**config.mk**
```make
export PLATFORM = sky130hd
export DESIGN_NAME = exu_agu_split
export DESIGN_NICKNAME = d
export VERILOG_FILES = /design/src/rtl/exu_agu_split.sv
export SDC_FILE = /design/constraint.sdc
export NUM_CORES = 1
export LEC_CHECK = 0
export CAP_MARGIN = 5
export CORE_MARGIN = 1.5
export CORE_UTILIZATION = 25
export CTS_BUF_LIST = sky130_fd_sc_hd__clkbuf_4 sky130_fd_sc_hd__clkbuf_8
export DETAILED_ROUTE_END_ITERATION = 8
export SKIP_LAST_GASP = 1
export SLEW_MARGIN = 25
export SYNTH_ARGS = -nofsm -noshare
export SYNTH_HDL_FRONTEND = slang
export SYNTH_SLANG_ARGS = --single-unit
```
**constraint.sdc**
```tcl
create_clock -name clk -period 5.1 [get_ports clk]
set_clock_uncertainty 0.2 [all_clocks]
set_input_delay 0.765 -clock clk [delete_from_list [all_inputs] [get_ports clk]]
set_output_delay 0.765 -clock clk [all_outputs]
set_load 0.005 [all_outputs]
```
**src/rtl/exu_agu_split.sv**
```systemverilog
// Execute-stage address generation unit: base+imm, then a load/store FSM on a
// valid/ready data bus, optionally splitting misaligned accesses into two word beats.
module exu_agu_split #(
  parameter int unsigned AW          = 32,
  parameter bit          MISAL_SPLIT = 1'b1
) (
  input  logic          clk,
  input  logic          rst_n,
  input  logic          i_val,
  output logic          o_rdy,
  input  logic          i_ld,
  input  logic          i_st,
  input  logic [1:0]    i_size,
  input  logic          i_unsigned,
  input  logic [AW-1:0] i_base,
  input  logic [AW-1:0] i_imm,
  input  logic [31:0]   i_wdat,
  output logic          o_bus_val,
  input  logic          i_bus_rdy,
  output logic [AW-1:0] o_bus_adr,
  output logic          o_bus_ren,
  output logic [3:0]    o_bus_wen,
  output logic [31:0]   o_bus_wdat,
  input  logic          i_bus_rvld,
  input  logic [31:0]   i_bus_rdat,
  output logic          o_done,
  output logic [31:0]   o_res,
  output logic          o_misal
);

  typedef enum logic [2:0] {
    S_IDLE, S_REQ0, S_RSP0, S_REQ1, S_RSP1, S_DONE
  } state_t;

  state_t        state_q, state_d;
  logic [AW-1:0] adr_q;
  logic          ld_q, st_q, uns_q;
  logic [1:0]    size_q;
  logic [31:0]   wdat_q, lo_q, hi_q, res_q;
  logic          misal_q;

  // Request-side decode, evaluated on the incoming operands
  logic [AW-1:0] adr_in;
  logic [1:0]    size_in;
  logic          misal_in, accept, noop_in;

  assign adr_in   = i_base + i_imm;
  assign size_in  = (i_size == 2'd3) ? 2'd2 : i_size;
  assign misal_in = ((size_in == 2'd1) && (adr_in[1:0] == 2'd3)) ||
                    ((size_in == 2'd2) && (adr_in[1:0] != 2'd0));
  assign accept   = (state_q == S_IDLE) && i_val;
  assign noop_in  = !i_ld && !i_st;

  // Registered-access decode
  logic [1:0]    off;
  logic [4:0]    sh_amt;
  logic          two_beat;
  logic [3:0]    bytemask;
  logic [7:0]    wen64;
  logic [63:0]   wdat64;
  logic [AW-1:0] a0, a1;

  assign off      = adr_q[1:0];
  assign sh_amt   = {off, 3'b000};
  assign two_beat = ((size_q == 2'd1) && (off == 2'd3)) ||
                    ((size_q == 2'd2) && (off != 2'd0));
  assign bytemask = (size_q == 2'd0) ? 4'b0001 :
                    (size_q == 2'd1) ? 4'b0011 : 4'b1111;
  assign wen64    = {4'b0000, bytemask} << off;
  assign wdat64   = {32'b0, wdat_q} << sh_amt;
  assign a0       = {adr_q[AW-1:2], 2'b00};
  assign a1       = a0 + AW'(4);

  // Bus outputs are pure functions of registered state, so they hold under backpressure
  logic beat1;
  assign beat1      = (state_q == S_REQ1);
  assign o_bus_val  = (state_q == S_REQ0) || beat1;
  assign o_bus_adr  = o_bus_val ? (beat1 ? a1 : a0) : '0;
  assign o_bus_ren  = o_bus_val && ld_q;
  assign o_bus_wen  = (o_bus_val && st_q) ? (beat1 ? wen64[7:4] : wen64[3:0]) : 4'b0000;
  assign o_bus_wdat = (o_bus_val && st_q) ? (beat1 ? wdat64[63:32] : wdat64[31:0]) : '0;
  assign o_rdy      = (state_q == S_IDLE);
  assign o_done     = (state_q == S_DONE);
  assign o_res      = res_q;
  assign o_misal    = misal_q;

  logic        bus_acc;
  logic [31:0] lo_d, hi_d, raw, res_ext;
  logic [63:0] lohi;

  assign bus_acc = o_bus_val && i_bus_rdy;
  assign lo_d    = ((state_q == S_RSP0) && i_bus_rvld) ? i_bus_rdat : lo_q;
  assign hi_d    = ((state_q == S_RSP1) && i_bus_rvld) ? i_bus_rdat : hi_q;
  assign lohi    = {hi_d, lo_d} >> sh_amt;
  assign raw     = lohi[31:0];

  always_comb begin
    case (size_q)
      2'd0:    res_ext = uns_q ? {24'b0, raw[7:0]}  : {{24{raw[7]}}, raw[7:0]};
      2'd1:    res_ext = uns_q ? {16'b0, raw[15:0]} : {{16{raw[15]}}, raw[15:0]};
      default: res_ext = raw;
    endcase
  end

  always_comb begin
    state_d = state_q;
    case (state_q)
      S_IDLE:
        if (i_val) begin
          if (noop_in || (misal_in && (MISAL_SPLIT == 1'b0))) state_d = S_DONE;
          else                                                 state_d = S_REQ0;
        end
      S_REQ0:
        if (bus_acc) begin
          if (ld_q)          state_d = S_RSP0;
          else if (two_beat) state_d = S_REQ1;
          else               state_d = S_DONE;
        end
      S_RSP0:
        if (i_bus_rvld) state_d = two_beat ? S_REQ1 : S_DONE;
      S_REQ1:
        if (bus_acc) state_d = ld_q ? S_RSP1 : S_DONE;
      S_RSP1:
        if (i_bus_rvld) state_d = S_DONE;
      S_DONE:  state_d = S_IDLE;
      default: state_d = S_IDLE;
    endcase
  end

  always_ff @(posedge clk or negedge rst_n) begin
    if (!rst_n) begin
      state_q <= S_IDLE;
      adr_q   <= '0;
      ld_q    <= 1'b0;
      st_q    <= 1'b0;
      uns_q   <= 1'b0;
      size_q  <= '0;
      wdat_q  <= '0;
      lo_q    <= '0;
      hi_q    <= '0;
      res_q   <= '0;
      misal_q <= 1'b0;
    end else begin
      state_q <= state_d;
      lo_q    <= lo_d;
      hi_q    <= hi_d;
      if (accept) begin
        adr_q  <= adr_in;
        ld_q   <= i_ld;
        st_q   <= i_st;
        uns_q  <= i_unsigned;
        size_q <= size_in;
        wdat_q <= i_wdat;
        hi_q   <= '0;
      end
      // misal_q/res_q are only ever set on the transition into DONE, so they clear on exit
      misal_q <= accept && !noop_in && misal_in && (MISAL_SPLIT == 1'b0);
      res_q   <= ((state_d == S_DONE) &&
                  ((state_q == S_RSP0) || (state_q == S_RSP1))) ? res_ext : '0;
    end
  end

endmodule

```
==> reports/results.tsv, run 1 <==
stage	metric	value	unit
grt	initial antenna violation count	3	
sta	min Tclk post-route	4650	ps
logic_synthesis	fraction of the yosys area taken by sequential cells	39.1	%
sta	FMAX	215	MHz
grt	first-pass GRT wire length	53000	um
worst_setup_path	Max FO, Critical Path	31	
drt	vias per cell	4.81	
worst_setup_path	CP Capture Type	primary output	
worst_setup_path	reg-to-reg endpoint	o_res[17]$_DFF_PN0_	
sta	Setup TNS	0	ps
worst_setup_path	WP data required	4140	ps
logic_synthesis	Yosys warnings	0	
logic_synthesis	main combinational cell family by area after synthesis	simple AND/OR/NAND/NOR gates	
place	setup slack at placement	748	ps
grt	gr usage total	16.3	%
drt	via count	9565	
logic_synthesis	mux contribution to synthesized area	9.73	%
pwr	P_leak	5.89	nW
grt	GRT Max-Usage Layer	met2	
sta	final worst slack	450	ps
place	number of I/O port buffers	239	
drt	router iterations before antenna repair	5	
sta	final hold vios	0	
sta	Slew @ Worst Pin	1100	ps
logic_synthesis	Post-Synth Simple-Gate Area	21.7	%
die	row count	73	
sta	crit share post-route	91.2	%
finish	fin nets	1619	
logic_synthesis	Post-synth EDFFs	0	
clocking	CTS Sinks	160	
clocking	Worst-Skew Late Latency	460	ps
grt	vias in the first global route	9628	
die	Die W	205	um
die	die area	42200	um2
worst_hold_path	Hold Crit Class	in2async	
clocking	clock slew at reported path FFs	100	ps
pwr	Cell Pwr Density	492	nW/um2
clocking	Post-CTS Setup Inserts	0	
drt	antenna viol nets, final	0	
drt	initial DRC count	522	
logic_synthesis	Synth cell types	66	
grt	GR Util met2	28.0	%
clocking	Hold Buf Count CTS	0	
drt	post-DR wirelength/cell	17.3	um
pwr	Final Power	0.00664	W
drt	drt drc	0	
grt	largest net degree at the start of global routing	91	
place	GPL Wtd Cong	0.877	
finish	area grow syn2layout	31.7	%
die	die height	205	um
clocking	Root Driver	clkbuf_8	
outcome	outcome	complete, no violations	
logic_synthesis	register bit total from synthesis	160	
die	core area	40100	um2
logic_synthesis	Post-Syn Area	10200	um2
finish	Final Core Density	33.6	%
clocking	CTS Buf Count	17	
worst_setup_path	RR Startpoint	adr_q[1]$_DFFE_PN0P_	
logic_synthesis	asr flop ratio synth	100	%
grt	met1 usage	20.2	%
sta	fin. max-slew vios	0	
worst_setup_path	critical path class	reg2out	
worst_setup_path	worst reg2reg path depth	9	
logic_synthesis	Gate Count Post-Synth	1251	
die	IO Pins	243	
clocking	H-tree Lvls	4	
clocking	Clock Path Buffers	2	
logic_synthesis	syn avg cell area	8.18	um2
worst_setup_path	crit path launch type	register	
logic_synthesis	top_reg_cell synth	dfrtp_1	
flow_run	max cap viols	0	
place	HPWL after DPL	25900	um
logic_synthesis	Synth Area in Compound Gates	16.3	%
worst_setup_path	CP startpoint	state_q[2]$_DFF_PN0_	
logic_synthesis	Synth Area in XOR/XNOR	4.62	%
sta	Final setup viols	0	
sta	Slew HR	26.0	%
grt	M3 GR Usage	4.36	%
finish	fin area	13500	um2
clocking	# resized after CTS	0	
die	Starting Density	25.5	%
grt	Overflow after GRT	0	
pwr	VDD IR max	0.215	mV
drt	final WL	34400	um
place	placed cell areas	13100	um2
sta	unrepaired setup endpoints after global routing	no	
worst_setup_path	internal reg-to-reg setup slack	1670	ps
finish	ratio of cells with drive above 1 in the final layout	7.26	%
logic_synthesis	Post-Synth Adder-Cell Area	4.11	%
clocking	CTS tree	built	
worst_setup_path	CP arrival	3680	ps
[cells in the final DEF, fill, tap and decap left out, types with 4 or more instances in the layout]
cell type / count
nand4_1: 7
xnor2_1: 25
o21ai_0: 54
o21a_1: 8
buf_4: 14
mux2_2: 33
o211ai_1: 5
nor2_1: 173
and2_1: 8
inv_1: 30
a21o_1: 14
o22ai_1: 4
dfrtp_1: 158
nand2_1: 253
clkbuf_8: 19
a21oi_2: 10
clkdlybuf4s50_1: 238
nand2b_1: 8
nor2b_1: 8
a21oi_1: 106
o21ai_1: 11
a211oi_1: 12
ha_1: 32
and3_1: 14
nand3_1: 20
nor3_1: 21
o21bai_1: 6
mux2i_1: 59
xor2_1: 29
a211o_1: 16
[cells in the mapped netlist, drive strengths merged, types with 3 or more instances]
cell,n,share of area [%]
o21ai,65,3.2
nand2b,8,0.49
a211o,16,1.4
and4,3,0.26
buf,20,1.0
and2,9,0.55
a21o,14,1.0
ha,32,3.9
nand2,254,9.3
mux2,34,3.7
o31ai,3,0.27
a21oi,116,6.0
nor2b,8,0.49
inv,31,1.1
xnor2,25,2.1
o211ai,5,0.37
nor3,22,1.1
nor2,173,6.3
nand4,7,0.43
o22ai,4,0.24
mux2i,59,5.8
o21a,8,0.59
clkbuf,58,2.1
o21bai,7,0.55
xor2,29,2.5
nand3,20,0.98
dfrtp,160,39
a211oi,13,1.0
or3,3,0.18
and3,14,0.86
[area by class of cell]
type | instances | area, um2
fillers | 4119 | 26600
multi-input cells | 984 | 5810
flip-flops and latches | 160 | 4010
repair buffers | 254 | 2520
well taps | 525 | 657
clock buffers | 19 | 262
inverters | 31 | 116
clock inverters | 13 | 105
diodes | 1 | 2.50
[layer usage]
| metal | wire (um) | part of all wire (%) | up-vias |
|---|---|---|---|
| met5 | 33 | 0.096 | - |
| met4 | 649 | 1.9 | 4 |
| met3 | 2590 | 7.5 | 37 |
| met2 | 16400 | 48 | 313 |
| met1 | 14700 | 43 | 4573 |
| li1 | - | - | 4638 |
[logic make-up after synthesis]
group,Yosys count
AO/OA/AOI/OAI,270
XOR/XNOR,54
adder cells (fa/ha/maj),33
buffers and inverters,109
flip-flops,160
multiplexers,94
other,1
AND/OR/NAND/NOR,530
[registers in the layout, summed over array words and instances, names as in the netlist]
name / count
lo_q: 32
st_q: 1
ld_q: 1
uns_q: 1
hi_q: 24
adr_q: 32
state_q: 3
o_res: 32
wdat_q: 32
size_q: 2
[worst max path at each step]
stage	end	slack, ps	cells after the start
finish	o_bus_adr[29]	450	11
global route	o_bus_adr[29]	250	11
CTS	o_bus_adr[29]	430	11
detailed placement	adr_q[28]$_DFFE_PN0P_	750	11
global placement	adr_q[28]$_DFFE_PN0P_	770	11
floorplan	adr_q[28]$_DFFE_PN0P_	1670	10
[stage by stage]
stage	hold slack, ps	cells
2_1_floorplan	253	1253
3_3_place_gp	281	1954
3_5_place_dp	285	1954
4_1_cts	127	1986
5_1_grt	144	1987
6_report	93.3	1987
[where the power goes]
group,switching (W),total (W),internal (W)
clock,0.000533,0.000906,0.000373
sequential,0.000474,0.00223,0.00176
combinational,0.00199,0.00350,0.00151
total,0.00300,0.00664,0.00364
[worst max-delay path, stage by stage, from the launching register on]
cell             delay, ps
dfrtp_1                490
nand2b_1               190
buf_4                  250
inv_2                  180
and2_1                 240
and3_1                 240
nand2_1                130
nor2_1                 260
nand2_1                140
or3_1                  320
a21oi_1                210
clkdlybuf4s50_1        550
(Power assumes the default switching activity.)
==> inputs of run 2 (changes only) <==
- CAP_MARGIN: 5 -> 20
==> results of run 2 <==
The final DEF is identical to that of run 1; final timing and power are the same.
==> inputs of run 3 (changes only) <==
- CORE_ASPECT_RATIO: not set -> 1.75
==> reports/results.tsv, run 3 (synthesis gave the netlist of run 1 again) <==
stage	metric	value	unit
die	IO Pins	243	
worst_setup_path	Max FO, Critical Path	31	
grt	Overflow after GRT	0	
drt	drt drc	0	
finish	Final Core Density	33.7	%
sta	min Tclk post-route	4680	ps
clocking	CTS tree	built	
worst_setup_path	CP most frequent cell	nand2_1	
place	number of I/O port buffers	239	
grt	initial antenna violation count	7	
sta	crit share post-route	91.8	%
finish	most frequent cells in the layout	nand2_1, clkdlybuf4s50_1, nor2_1	
clocking	H-tree Lvls	4	
worst_setup_path	CP Capture Type	primary output	
sta	Slew HR	30.0	%
worst_setup_path	cells along the critical path	nand2b_1 -> buf_4 -> inv_2 -> and2_1 -> and3_1 -> nand2_1 -> nor2_1 -> nand2_1 -> or3_1 -> a21oi_1 -> clkdlybuf4s50_1	
clocking	Root Driver	clkbuf_8	
drt	vias per cell	4.80	
worst_setup_path	CP arrival	3720	ps
die	Starting Density	25.5	%
worst_setup_path	Crit-path slowest cell	clkdlybuf4s50_1	
die	die height	271	um
sta	fin. max-slew vios	0	
clocking	clock slew at reported path FFs	90	ps
clocking	CTS Buf Count	17	
drt	final WL	34600	um
clocking	Clock Path Buffers	2	
die	row count	97	
finish	ratio of cells with drive above 1 in the final layout	7.33	%
drt	antenna viol nets, final	0	
clocking	Hold Buf Count CTS	0	
grt	first-pass GRT wire length	53000	um
sta	Setup TNS	0	ps
outcome	outcome	complete, no violations	
clocking	Post-CTS Setup Inserts	0	
worst_setup_path	Max stage delay on crit path	530	ps
clocking	CTS Sinks	160	
place	GPL Wtd Cong	1.02	
drt	router iterations before antenna repair	5	
worst_setup_path	WP data required	4140	ps
finish	most common cell after layout, fill and taps aside	nand2_1	
grt	gr usage total	16.5	%
worst_hold_path	Hold Crit Class	in2async	
finish	fin nets	1618	
grt	vias in the first global route	9627	
clocking	Worst-Skew Late Latency	490	ps
sta	Slew @ Worst Pin	1050	ps
sta	FMAX	214	MHz
drt	via count	9635	
place	HPWL after DPL	26200	um
die	core area	40200	um2
die	Die W	156	um
die	die area	42200	um2
worst_setup_path	crit path launch type	register	
flow_run	max cap viols	0	
pwr	VDD IR max	0.194	mV
grt	largest net degree at the start of global routing	74	
finish	area grow syn2layout	32.2	%
sta	final hold vios	0	
pwr	Cell Pwr Density	491	nW/um2
worst_setup_path	worst reg2reg path depth	8	
drt	post-DR wirelength/cell	17.2	um
sta	unrepaired setup endpoints after global routing	no	
pwr	P_leak	5.90	nW
worst_setup_path	critical path class	reg2out	
sta	Final setup viols	0	
clocking	# resized after CTS	0	
drt	initial DRC count	382	
## run 3: layer usage
metal	vias to the layer above	track usage, %	routed length [um]
met5	-	0	12
met4	2	9.17	1620
met3	85	3.56	1860
met2	343	30.9	18500
met1	4569	16.5	12600
li1	4636	-	-
## run 3: path summary, 6_finish.rpt
check / start / endpoint / slack (ps)
worst max-delay path: state_q[2]$_DFF_PN0_ / o_bus_adr[29] / 420
worst min-delay path: rst_n / lo_q[29]$_DFF_PN0_ / 90
worst max register to register: adr_q[0]$_DFFE_PN0P_ / o_res[20]$_DFF_PN0_ / 1590
worst min register to register: lo_q[2]$_DFF_PN0_ / lo_q[2]$_DFF_PN0_ / 300
max in group asynchronous: rst_n / adr_q[0]$_DFFE_PN0P_ / 3380
min in group clk: lo_q[2]$_DFF_PN0_ / lo_q[2]$_DFF_PN0_ / 300
## run 3: layout make-up
class | count | area [um2]
Tap cell | 544 | 681
Clock inverter | 9 | 108
Inverter | 31 | 116
Multi-Input combinational cell | 984 | 5810
Fill cell | 4186 | 26600
Antenna cell | 5 | 12.5
Timing Repair Buffer | 253 | 2500
Clock buffer | 23 | 292
Sequential cell | 160 | 4010
## run 3: per-stage QoR
step | area, um2 | setup WS, ps | power (W) | hold slack, ps | std cells
2_1_floorplan | 10200 | 1670 | 0.00443 | 253 | 1253
3_3_place_gp | 13100 | 630 | 0.00564 | 282 | 1972
3_5_place_dp | 13100 | 623 | 0.00571 | 287 | 1972
4_1_cts | 13500 | 292 | 0.00672 | 58.8 | 2004
5_1_grt | 13500 | 134 | 0.00724 | 118 | 2009
6_report | 13500 | 417 | 0.00665 | 88.3 | 2009
## run 3: worst max-delay path: cells and delay by family, from the launching register on
family          cells  cell delay [ps]
simple gates        7             1590
compound gates      1              210
buf+inv             3              950
flops               1              480
## run 3: report_power, final
part           switching, W  leakage, nW  total, W  internal [W]
combinational       0.00190         3.63   0.00341       0.00150
clock              0.000483        0.204  0.000965      0.000482
sequential         0.000517         2.06   0.00228       0.00176
